[src/rtl/ext_pipe.sv]
// Immediate extender with a 2-entry valid/ready output FIFO.
// Optional macro EXT_BRANCH_EN: mode 11 becomes branch-offset extension; otherwise mode 11 is flagged illegal.
module ext_pipe #(
    parameter int IN_W  = 16,
    parameter int OUT_W = 32
) (
    input  logic             clk,
    input  logic             rst_n,
    input  logic             in_valid,
    output logic             in_ready,
    input  logic [IN_W-1:0]  imm,
    input  logic [1:0]       ExtOp,
    output logic             out_valid,
    input  logic             out_ready,
    output logic [OUT_W-1:0] ExtOut,
    output logic             IllegalOp
);

    localparam int PAD_W = OUT_W - IN_W;

    localparam logic [1:0] OP_ZERO  = 2'b00;
    localparam logic [1:0] OP_SIGN  = 2'b01;
    localparam logic [1:0] OP_UPPER = 2'b10;

    logic [OUT_W-1:0] mem [2];
    logic             wr_ptr;
    logic             rd_ptr;
    logic [1:0]       count;
    logic             push;
    logic             pop;
    logic [OUT_W-1:0] sext_val;
    logic [OUT_W-1:0] ext_val;
    logic             illegal_hit;
    logic             illegal_q;

    // Flow control comes only from the registered occupancy, never from out_ready.
    assign in_ready  = (count != 2'd2);
    assign out_valid = (count != 2'd0);
    assign push      = in_valid && in_ready;
    assign pop       = out_valid && out_ready;
    assign sext_val  = {{PAD_W{imm[IN_W-1]}}, imm};

    always_comb begin
        // NOTE: default every combinational output first so no path infers a latch.
        ext_val     = '0;
        illegal_hit = 1'b0;
        case (ExtOp)
            OP_ZERO:  ext_val = {{PAD_W{1'b0}}, imm};
            OP_SIGN:  ext_val = sext_val;
            OP_UPPER: ext_val = {imm, {PAD_W{1'b0}}};
            default: begin
`ifdef EXT_BRANCH_EN
                ext_val = {sext_val[OUT_W-3:0], 2'b00};
`else
                ext_val     = {OUT_W{imm[IN_W-1]}};
                illegal_hit = 1'b1;
`endif
            end
        endcase
    end

    // NOTE: state uses non-blocking assignments so every flop samples pre-edge values.
    always_ff @(posedge clk or negedge rst_n) begin
        if (!rst_n) begin
            wr_ptr    <= 1'b0;
            rd_ptr    <= 1'b0;
            count     <= 2'd0;
            illegal_q <= 1'b0;
        end else begin
            if (push) wr_ptr <= ~wr_ptr;
            if (pop)  rd_ptr <= ~rd_ptr;
            case ({push, pop})
                2'b10:   count <= count + 2'd1;
                2'b01:   count <= count - 2'd1;
                default: count <= count;
            endcase
            if (push && illegal_hit) illegal_q <= 1'b1;
        end
    end

    // NOTE: storage is two words, so it is reset too; no stale data survives a reset.
    always_ff @(posedge clk or negedge rst_n) begin
        if (!rst_n) begin
            mem[0] <= '0;
            mem[1] <= '0;
        end else if (push) begin
            mem[wr_ptr] <= ext_val;
        end
    end

    assign ExtOut    = out_valid ? mem[rd_ptr] : '0;
    assign IllegalOp = illegal_q;

endmodule

[config.mk]
export PLATFORM = sky130hd
export DESIGN_NAME = ext_pipe
export DESIGN_NICKNAME = d
export VERILOG_FILES = /design/src/rtl/ext_pipe.sv
export SDC_FILE = /design/constraint.sdc
export NUM_CORES = 1
export LEC_CHECK = 0
export ABC_AREA = 1
export CORE_ASPECT_RATIO = 1.1
export CORE_MARGIN = 1.5
export CORE_UTILIZATION = 30
export CTS_CLUSTER_SIZE = 12
export DETAILED_ROUTE_END_ITERATION = 8
export GPL_TIMING_DRIVEN = 0
export PLACE_DENSITY = 0.58
export SETUP_SLACK_MARGIN = 0.05
export SLEW_MARGIN = 20
export SYNTH_ARGS = -nofsm -noshare
export SYNTH_HDL_FRONTEND = slang
export SYNTH_SLANG_ARGS = --single-unit
[constraint.sdc]
create_clock -name clk -period 1.7 [get_ports clk]
set_input_delay 0.17 -clock clk [delete_from_list [all_inputs] [get_ports clk]]
set_output_delay 0.17 -clock clk [all_outputs]
set_load 0.1 [all_outputs]
# ---- Word level (Yosys, flattened, before mapping)
# Index checks and enable logic that the tools add are counted.
dict set report word_totals {
  ff_bits 69
  in_bits 22
  output_inout_bits 35
  wordCells 38
}
dict set report classes {
  add_sub_neg 2
  order_cmp 3
  eq_ne 5
  mux 10
  bitwise_logic 4
  reduce_logical 8
}
# operator count
set op_table {}
lappend op_table {{$mux 32} 5}
lappend op_table {{$pmux 32 s3} 1}
lappend op_table {{$bwmux 64} 1}
lappend op_table {{$demux 32 s1} 1}
lappend op_table {{$eq 2x1->1 const B} 2}
lappend op_table {{$eq 2x2->1 const B} 2}
lappend op_table {{$ge 2x2->1 const B} 2}
lappend op_table {{$logic_and 1x1->1} 4}
lappend op_table {{$not 1->2} 2}
lappend op_table {{$pmux 2 s2} 1}
lappend op_table {{$reduce_bool 2->1} 2}
lappend op_table {{$reduce_or 3->1} 1}
lappend op_table {{$add 2x1->2 const B} 1}
lappend op_table {{$logic_not 2->1} 1}
lappend op_table {{$lt 2x1->1 const B} 1}
lappend op_table {{$ne 2x2->1 const B} 1}
lappend op_table {{$not 1->1} 2}
lappend op_table {{$sub 2x1->2 const B} 1}
lappend op_table {{$mux 1} 1}

# ---- Depth between registers and ports, before layout
# Gate-level depths: netlist (run 1).
dict set report depth {
  depth_word 6
  mapped_depth 9
  ltp_nobuf 9
}

# ---- Least setup slack after synthesis (run 1)
# Ideal clock, no wire load.
dict set report synth_timing {
  kind {register to output}
  start {register rd_ptr}
  end {output ExtOut[21]}
  t_arrival_ns 2.291
  required_time_ns 1.530
  slack_ns -0.761
  stages_incl_launch_ff 5
  n_path_buf 2
  cell_sequence {dfrtp_1 > buf_2 > clkbuf_1 > nand2_1 > a21oi_1}
}
dict set report synth_via {
  elab_chain_len 5
}
# element line_no
set synth_rtl {}
lappend synth_rtl {{start, declared} 27} ;# logic rd_ptr;
lappend synth_rtl {{start signal, assigned} 71} ;# if (pop) rd_ptr <= ~rd_ptr;
lappend synth_rtl {{$not 1->2 (implied by the code)} 91} ;# assign ExtOut = out_valid ? mem[rd_ptr] : '0;
lappend synth_rtl {{$mux 32 (implied by the code) (3 in series)} 91}
lappend synth_rtl {{$mux 32} 91}
lappend synth_rtl {{end, declared} 15} ;# output logic [OUT_W-1:0] ExtOut,
# No other way between the ends. The select of a mux whose other input is x is not followed.

# ---- Worst setup path after layout (run 1)
dict set report layout_timing {
  start {register rd_ptr}
  end {output ExtOut[3]}
}
# The elaborated chain is that of the path after synthesis.

==> impl_results.md, run 1 <==
- FP Rows: 40
- Initial antenna violation count: 0
- Result of the run: complete, but fails checks
- Category of the critical setup timing path: reg2out
- Transition at the pin with the smallest max-transition slack: between 0.5 and 0.6 ns
- Final Worst Setup Slack: -0.0228 ns
- Relative slew margins: between 60 and 70%
- Per-cell via count in the routed design: between 4 and 5
- Final number of max-transition violations: 0
- Final hold viol count: 0
- Diodes inserted: 0
- Post-synth top area share: 50.3%
- Sequential area share after synthesis: around 50%
- Tightest Hold Check Type: in2reg
- H-tree levels: 3
- Core Box Area: 0.0110 mm^2
- Final antenna-violating net count: 0
- Port Buffer Count: 55
- Clk sink count: 69
- Data arrival, critical path: 1.55 ns
- Final Routed Wirelength: approximately 11 mm
- Total CTS buffers: 9
- GRT Residual Overflow: 0
- Critical path endpoint category: primary output
- Finish-stage setup viols: 8
- Count of routing violations after the opening detailed-route iteration: between 100 and 150
- Fillers: between 1,000 and 1,500
- Largest net degree at the start of global routing: 42
- Critical Path Source Type: flop
- Post-synthesis net count: about 500
- Post-synth EDFFs: 0
- Die height: 115 um
- Layout cell share with drive strength beyond 1: between 30% and 40%
- Ys Warns: 0
- Most frequent cells after synthesis: 301 x sky130_fd_sc_hd__nand2_1, 69 x sky130_fd_sc_hd__dfrtp_1, 32 x sky130_fd_sc_hd__a21oi_1
- Die Outline Area: 0.0121 mm^2
- Routed len/inst: approximately 15 um
- Avg Cell Area, Syn: 7.21 um^2
- Register-to-register setup slack: around 0.21 ns
- Capture instance of the worst register-to-register path: count[1]
- Router iterations before antenna repair: 4
- Area taken by flip-flops and latches: roughly 0.0017 mm^2
- Total number of vias: about 3,300
- Most used DFF post-synth: sky130_fd_sc_hd__dfrtp_1
- R2R cell count: 8
- Largest fanout of any net on the critical path: 5
- Count of mapped cells out of synthesis: 476
- RSZ-0062 raised after global routing: true
- Launch point of the worst reg-to-reg path: count[0]
- Worst-Skew Late Latency: around 0.33 ns
- Wire length of the first global-routing pass: about 17 mm
- Unique cell type count in the Yosys netlist: 20
- TritonCTS clock tree: yes
- Library cell used as clock root buffer: sky130_fd_sc_hd__clkbuf_16
- End point of the most critical hold path: mem[16]
- Worst hold path startpoint: ExtOp[1]
- Maximum operating frequency: ~580 MHz
- Hold Worst Slack: a little under 0.3 ns
- Area of the multi-input gates: between 0.002 and 0.0025 mm^2
- Ports placed on the boundary: 57
- Post-route clock skew: 0.00560 ns
- Seq cells post-synth: 69
- Violations in the final reports: negative setup slack
- Final GP Congestion: approximately 0.87
- # nets final: ~580
- Cell area after synthesis: 0.00343 mm^2
- Clock slew seen by the registers of the worst setup and hold paths: ~0.06 ns
- Share of async-settable or async-resettable flops after synthesis: 100%
- Drc violations: 0
- Final core area utilization: between 50 and 60%
- Time the final worst path needs with I/O delays and setup: 1.72 ns
- Most common cell in the netlist: sky130_fd_sc_hd__nand2_1
- Starting density of the core: between 30 and 40%
- Top cells by area in the synthesized netlist: sky130_fd_sc_hd__dfrtp_1 50%, sky130_fd_sc_hd__nand2_1 33%, sky130_fd_sc_hd__a21oi_1 4.7%, sky130_fd_sc_hd__buf_2 2.8%, sky130_fd_sc_hd__nand3_1 2.5%
- Hold Path Stages: 5
- Total Neg Setup Slack: -0.0944 ns
- Number of global-route vias before repair: between 3,000 and 4,000
- Part of the cycle the worst path needs: 101%
- Half-perimeter wire length after placement: between 7 and 8 mm
- Clock tree buffer depth: 2
- Area Growth Syn to Fin: 65.7%
- Data required time of the worst path: about 1.5 ns
- Chip Width: around 100 um
- Max-capacitance violation count: 0
- Leading area contributor after synthesis: sky130_fd_sc_hd__dfrtp_1
- GRT Util Overall: 18.4%
==> layer usage <==
metal / global-route usage, % / wire length (um) / vias up
li1: - / - / 1624
met1: 25.1 / 4800 / 1573
met2: 29.7 / 5130 / 75
met3: 4.14 / 547 / 11
met4: 4.75 / 119 / 0
met5: 0 / 0 / -
==> final cells by class <==
type | count | share of cell area (%)
Buffer | 28 | 5.13
Clock buffer | 11 | 4.44
Clock inverter | 5 | 1.45
Inverter | 10 | 0.880
Multi-Input combinational cell | 369 | 35.5
Sequential cell | 69 | 30.4
Tap cell | 147 | 3.23
Timing Repair Buffer | 71 | 19.0
==> worst max-delay path, cell delays in order, from the launching register on <==
cell and delay, ns:
sky130_fd_sc_hd__dfrtp_1 0.38, sky130_fd_sc_hd__buf_6 0.15, sky130_fd_sc_hd__clkinv_8 0.07, sky130_fd_sc_hd__buf_12 0.10
sky130_fd_sc_hd__buf_12 0.12, sky130_fd_sc_hd__nand2_4 0.05, sky130_fd_sc_hd__a21oi_4 0.16, sky130_fd_sc_hd__buf_12 0.19
==> stage by stage <==
stage	cells	setup slack (ns)	area, um^2
after floorplan	476	-0.199	3770
after global placement	678	-1.95	4500
after detailed placement	679	-1.06	4520
after CTS	706	-0.0181	5500
after global routing	710	-0.0544	5690
final	710	-0.0228	5690
==> state kept, by name, indices dropped and copies added (netlist names) <==
name / flops
count: 2
rd_ptr: 1
wr_ptr: 1
mem: 64
IllegalOp: 1
==> timing repair <==
item	4_1_cts	5_1_grt
endpoints found under the hold margin	28	0
pin swaps	21	18
gates cloned	1	2
hold buffers	1	0
endpoints found under the setup margin	37	34
resized for setup	354	50
setup buffers	9	3
==> cells by family after synthesis <==
kind of cell / count (synthesis) / share of synthesized area (%)
buf+inv: 38 / 5.50
xor+xnor: 2 / 0.510
fa+ha+maj: 1 / 0.365
simple gates: 327 / 37.6
compound gates: 39 / 5.76
flops: 69 / 50.3
==> placed cells by master (no fill, tap or decap), drive strengths merged <==
master / netlist / layout
nand4: 1 / 1
buf: 25 / 76
xnor2: 1 / 1
o21ai: 6 / 6
clkdlybuf4s15: 0 / 1
o21bai: 1 / 1
dlygate4sd3: 0 / 1
xor2: 1 / 1
bufinv: 0 / 2
clkinvlp: 0 / 3
a21oi: 32 / 32
inv: 10 / 9
clkdlybuf4s50: 0 / 19
nor2: 4 / 4
dfrtp: 69 / 69
clkbuf: 3 / 13
nand3: 19 / 19
clkinv: 0 / 1
nand2: 303 / 303
ha: 1 / 1
==> worst max path at each step <==
stage / from / endpoint / slack [ns] / cells past startpoint
finish: rd_ptr / ExtOut[3] / -0.02 / 7
CTS: rd_ptr / ExtOut[22] / -0.02 / 6
floorplan: rd_ptr / ExtOut[1] / -0.20 / 5
global route: rd_ptr / ExtOut[1] / -0.05 / 7
detailed placement: count[1] / ExtOut[4] / -1.06 / 4
global placement: rst_n / mem[38] / -1.95 / 1
Power of run 1 is left out: the tool's default activity adds up to more than one toggle a clock period on the data nets, which glitch-free logic cannot reach.
==> run 2: changes to the inputs <==
- clock period: 1.7 -> 2.1 ns (I/O delays scaled with it)
==> run 2 against run 1 <==
Effect of this change: the flow now finishes without violations; hold slack better by 0.047 ns; non-clock buffer count shrank 14; global-route usage down 0.24 points; clock skew shrank 0.00088 ns; clock-buffer cell count rose by 1; critical endpoint is now ExtOut[25]; die area stayed put; cell count down 2.1%; sequential share of layout area is 7.0 points higher; final area is 19% lower; critical path depth decreased by 1; utilization down 9.7 points.
==> impl_results.md, run 2 (same netlist as run 1, synthesis figures left out) <==
- Final GP Congestion: 0.839 (-3.3%)
- Category of the critical setup timing path: reg2out
- GRT Residual Overflow: 0 (unchanged)
- Maximum operating frequency: 505 MHz
- Library cell used as clock root buffer: sky130_fd_sc_hd__clkbuf_16
- Most common library cell in the layout ignoring fill and taps: sky130_fd_sc_hd__nand2_1
- Core Box Area: 0.0110 mm^2 (unchanged)
- R2R cell count: 7 (-1)
- Largest fanout of any net on the critical path: 10 (+5)
- Capture instance of the worst register-to-register path: count[1]
- H-tree levels: 3 (unchanged)
- Total CTS buffers: 9 (unchanged)
- Chip Width: 105 um (unchanged)
- # nets final: 567 (-2.4%)
- FP Rows: 40 (unchanged)
- Result of the run: completed
- Critical path endpoint category: primary output
- Tightest Hold Check Type: in2async
- Register-to-register setup slack: 0.61 ns (+0.40 ns)
- Relative slew margins: 37.0% (-27 points)
- Initial antenna violation count: 0 (unchanged)
- Drc violations: 0 (unchanged)
- TritonCTS clock tree: yes
- Final core area utilization: 41.9% (-9.7 points)
- Data required time of the worst path: 1.89 ns (+0.36 ns)
- Clock slew seen by the registers of the worst setup and hold paths: 0.05 ns (about the same)
- Area taken by flip-flops and latches: 0.00173 mm^2 (-0.14%)
- Top flop regs: mem x64, count x2
- Number of global-route vias before repair: 3,294 (-1.8%)
- RSZ-0062 raised after global routing: true
- Router iterations before antenna repair: 4 (unchanged)
- Per-cell via count in the routed design: 4.56 (-1.5%)
- Largest net degree at the start of global routing: 45 (+7.1%)
- Launch point of the worst reg-to-reg path: count[0]
- Register containing the most flip-flops in the final layout: mem
- Area of the multi-input gates: 0.00164 mm^2 (-18%)
- Transition at the pin with the smallest max-transition slack: 0.948 ns (+0.406 ns)
- Port Buffer Count: 55 (unchanged)
- Worst slack after detailed placement: -0.541 ns (+0.521 ns)
- Routed len/inst: 14.3 um (-4.1%)
- Final antenna-violating net count: 0 (unchanged)
- CP endpoint: ExtOut[25]
- GRT Util Overall: 18.2% (-0.24 points)
- Ports placed on the boundary: 57 (unchanged)
- Clk sink count: 69 (unchanged)
- Final number of max-transition violations: 0 (unchanged)
- Diodes inserted: 0 (unchanged)
- Half-perimeter wire length after placement: 7.30 mm (+1.4%)
- Largest register FFs: 64 (unchanged)
- Most frequent cells in the layout: 301 x sky130_fd_sc_hd__nand2_1, 69 x sky130_fd_sc_hd__dfrtp_1, 32 x sky130_fd_sc_hd__a21oi_2
- Die height: 115 um (unchanged)
- Starting density of the core: 31.2% (unchanged)
- Area Growth Syn to Fin: 34.6%
- Final Routed Wirelength: 9.95 mm (-6.1%)
- Final hold viol count: 0 (unchanged)
- Post-route clock skew: 0.00472 ns (-0.000881 ns)
- Critical Path Source Type: flop
- Time the final worst path needs with I/O delays and setup: between 1.5 and 2 ns
- Total number of vias: 3,166 (-3.6%)
- Total Neg Setup Slack: 0 ns (+0.0944 ns)
- Finish-stage setup viols: 0 (-8)
- Count of routing violations after the opening detailed-route iteration: 159 (+6.7%)
- Final Worst Setup Slack: 0.120 ns (+0.143 ns)
- Fillers: 1,180 (+17%)
- Number of setup buffers added after CTS: 0 (-9)
- CP Launch Point: rd_ptr
- Wire length of the first global-routing pass: 16.8 mm (-3.8%)
- Worst-Skew Late Latency: 0.33 ns (about the same)
- Die Outline Area: 0.0121 mm^2 (unchanged)
- Data arrival, critical path: 1.77 ns (+0.22 ns)
- Max-capacitance violation count: 0 (unchanged)
- Clock tree buffer depth: 2 (unchanged)
- Layout cell share with drive strength beyond 1: 21.9% (-10 points)
- Part of the cycle the worst path needs: 94.3%
run 2: worst min-delay path by stage:
stage               slack (ns)  depth (start not counted)      from         to
CTS                       0.33                          5  ExtOp[1]    mem[16]
detailed placement        0.16                          1     rst_n   count[0]
global placement          0.46                          2   mem[32]    mem[32]
global route              0.38                          5  ExtOp[1]    mem[53]
floorplan                -0.09                          0     rst_n  IllegalOp
finish                    0.34                          2     rst_n    mem[59]
run 2: timing repair:
action,4_1_cts,5_1_grt
hold buffers,1,0
hold endpoints to repair,25,0
endpoints found under the setup margin,35,24
resized for setup,201,26
run 2: through the flow:
step | cell area, um^2 | hold slack (ns) | instances
floorplan | 3550 | -0.0856 | 476
global placement | 4290 | 0.462 | 678
detailed placement | 4310 | 0.160 | 679
CTS | 4540 | 0.334 | 695
global route | 4620 | 0.376 | 695
finish | 4620 | 0.339 | 695
run 2: per-layer routing:
| layer | GRT usage [%] | vias to the layer above | wire (um) |
|---|---|---|---|
| met1 | 22.5 | 1486 | 4500 |
| li1 | - | 1605 | - |
| met2 | 31.4 | 63 | 4840 |
| met3 | 2.78 | 12 | 411 |
| met5 | 0 | - | 0 |
| met4 | 8.31 | 0 | 192 |
run 2: area by class of cell:
cell class	instances	share of cell area (%)
Buffer	28	3.47
Clock buffer	12	5.77
Clock inverter	3	0.433
Inverter	10	0.813
Multi-Input combinational cell	369	35.6
Sequential cell	69	37.4
Tap cell	147	3.98
Timing Repair Buffer	57	12.5
run 2: worst max-delay path, stage by stage, from the launching register on:
cell and delay [ns]:
sky130_fd_sc_hd__dfrtp_1 0.35, sky130_fd_sc_hd__buf_2 0.16, sky130_fd_sc_hd__inv_1 0.12, sky130_fd_sc_hd__buf_2 0.27
sky130_fd_sc_hd__nand2_1 0.10, sky130_fd_sc_hd__a21oi_2 0.19, sky130_fd_sc_hd__buf_6 0.25
Power of run 2 is left out for the same reason.
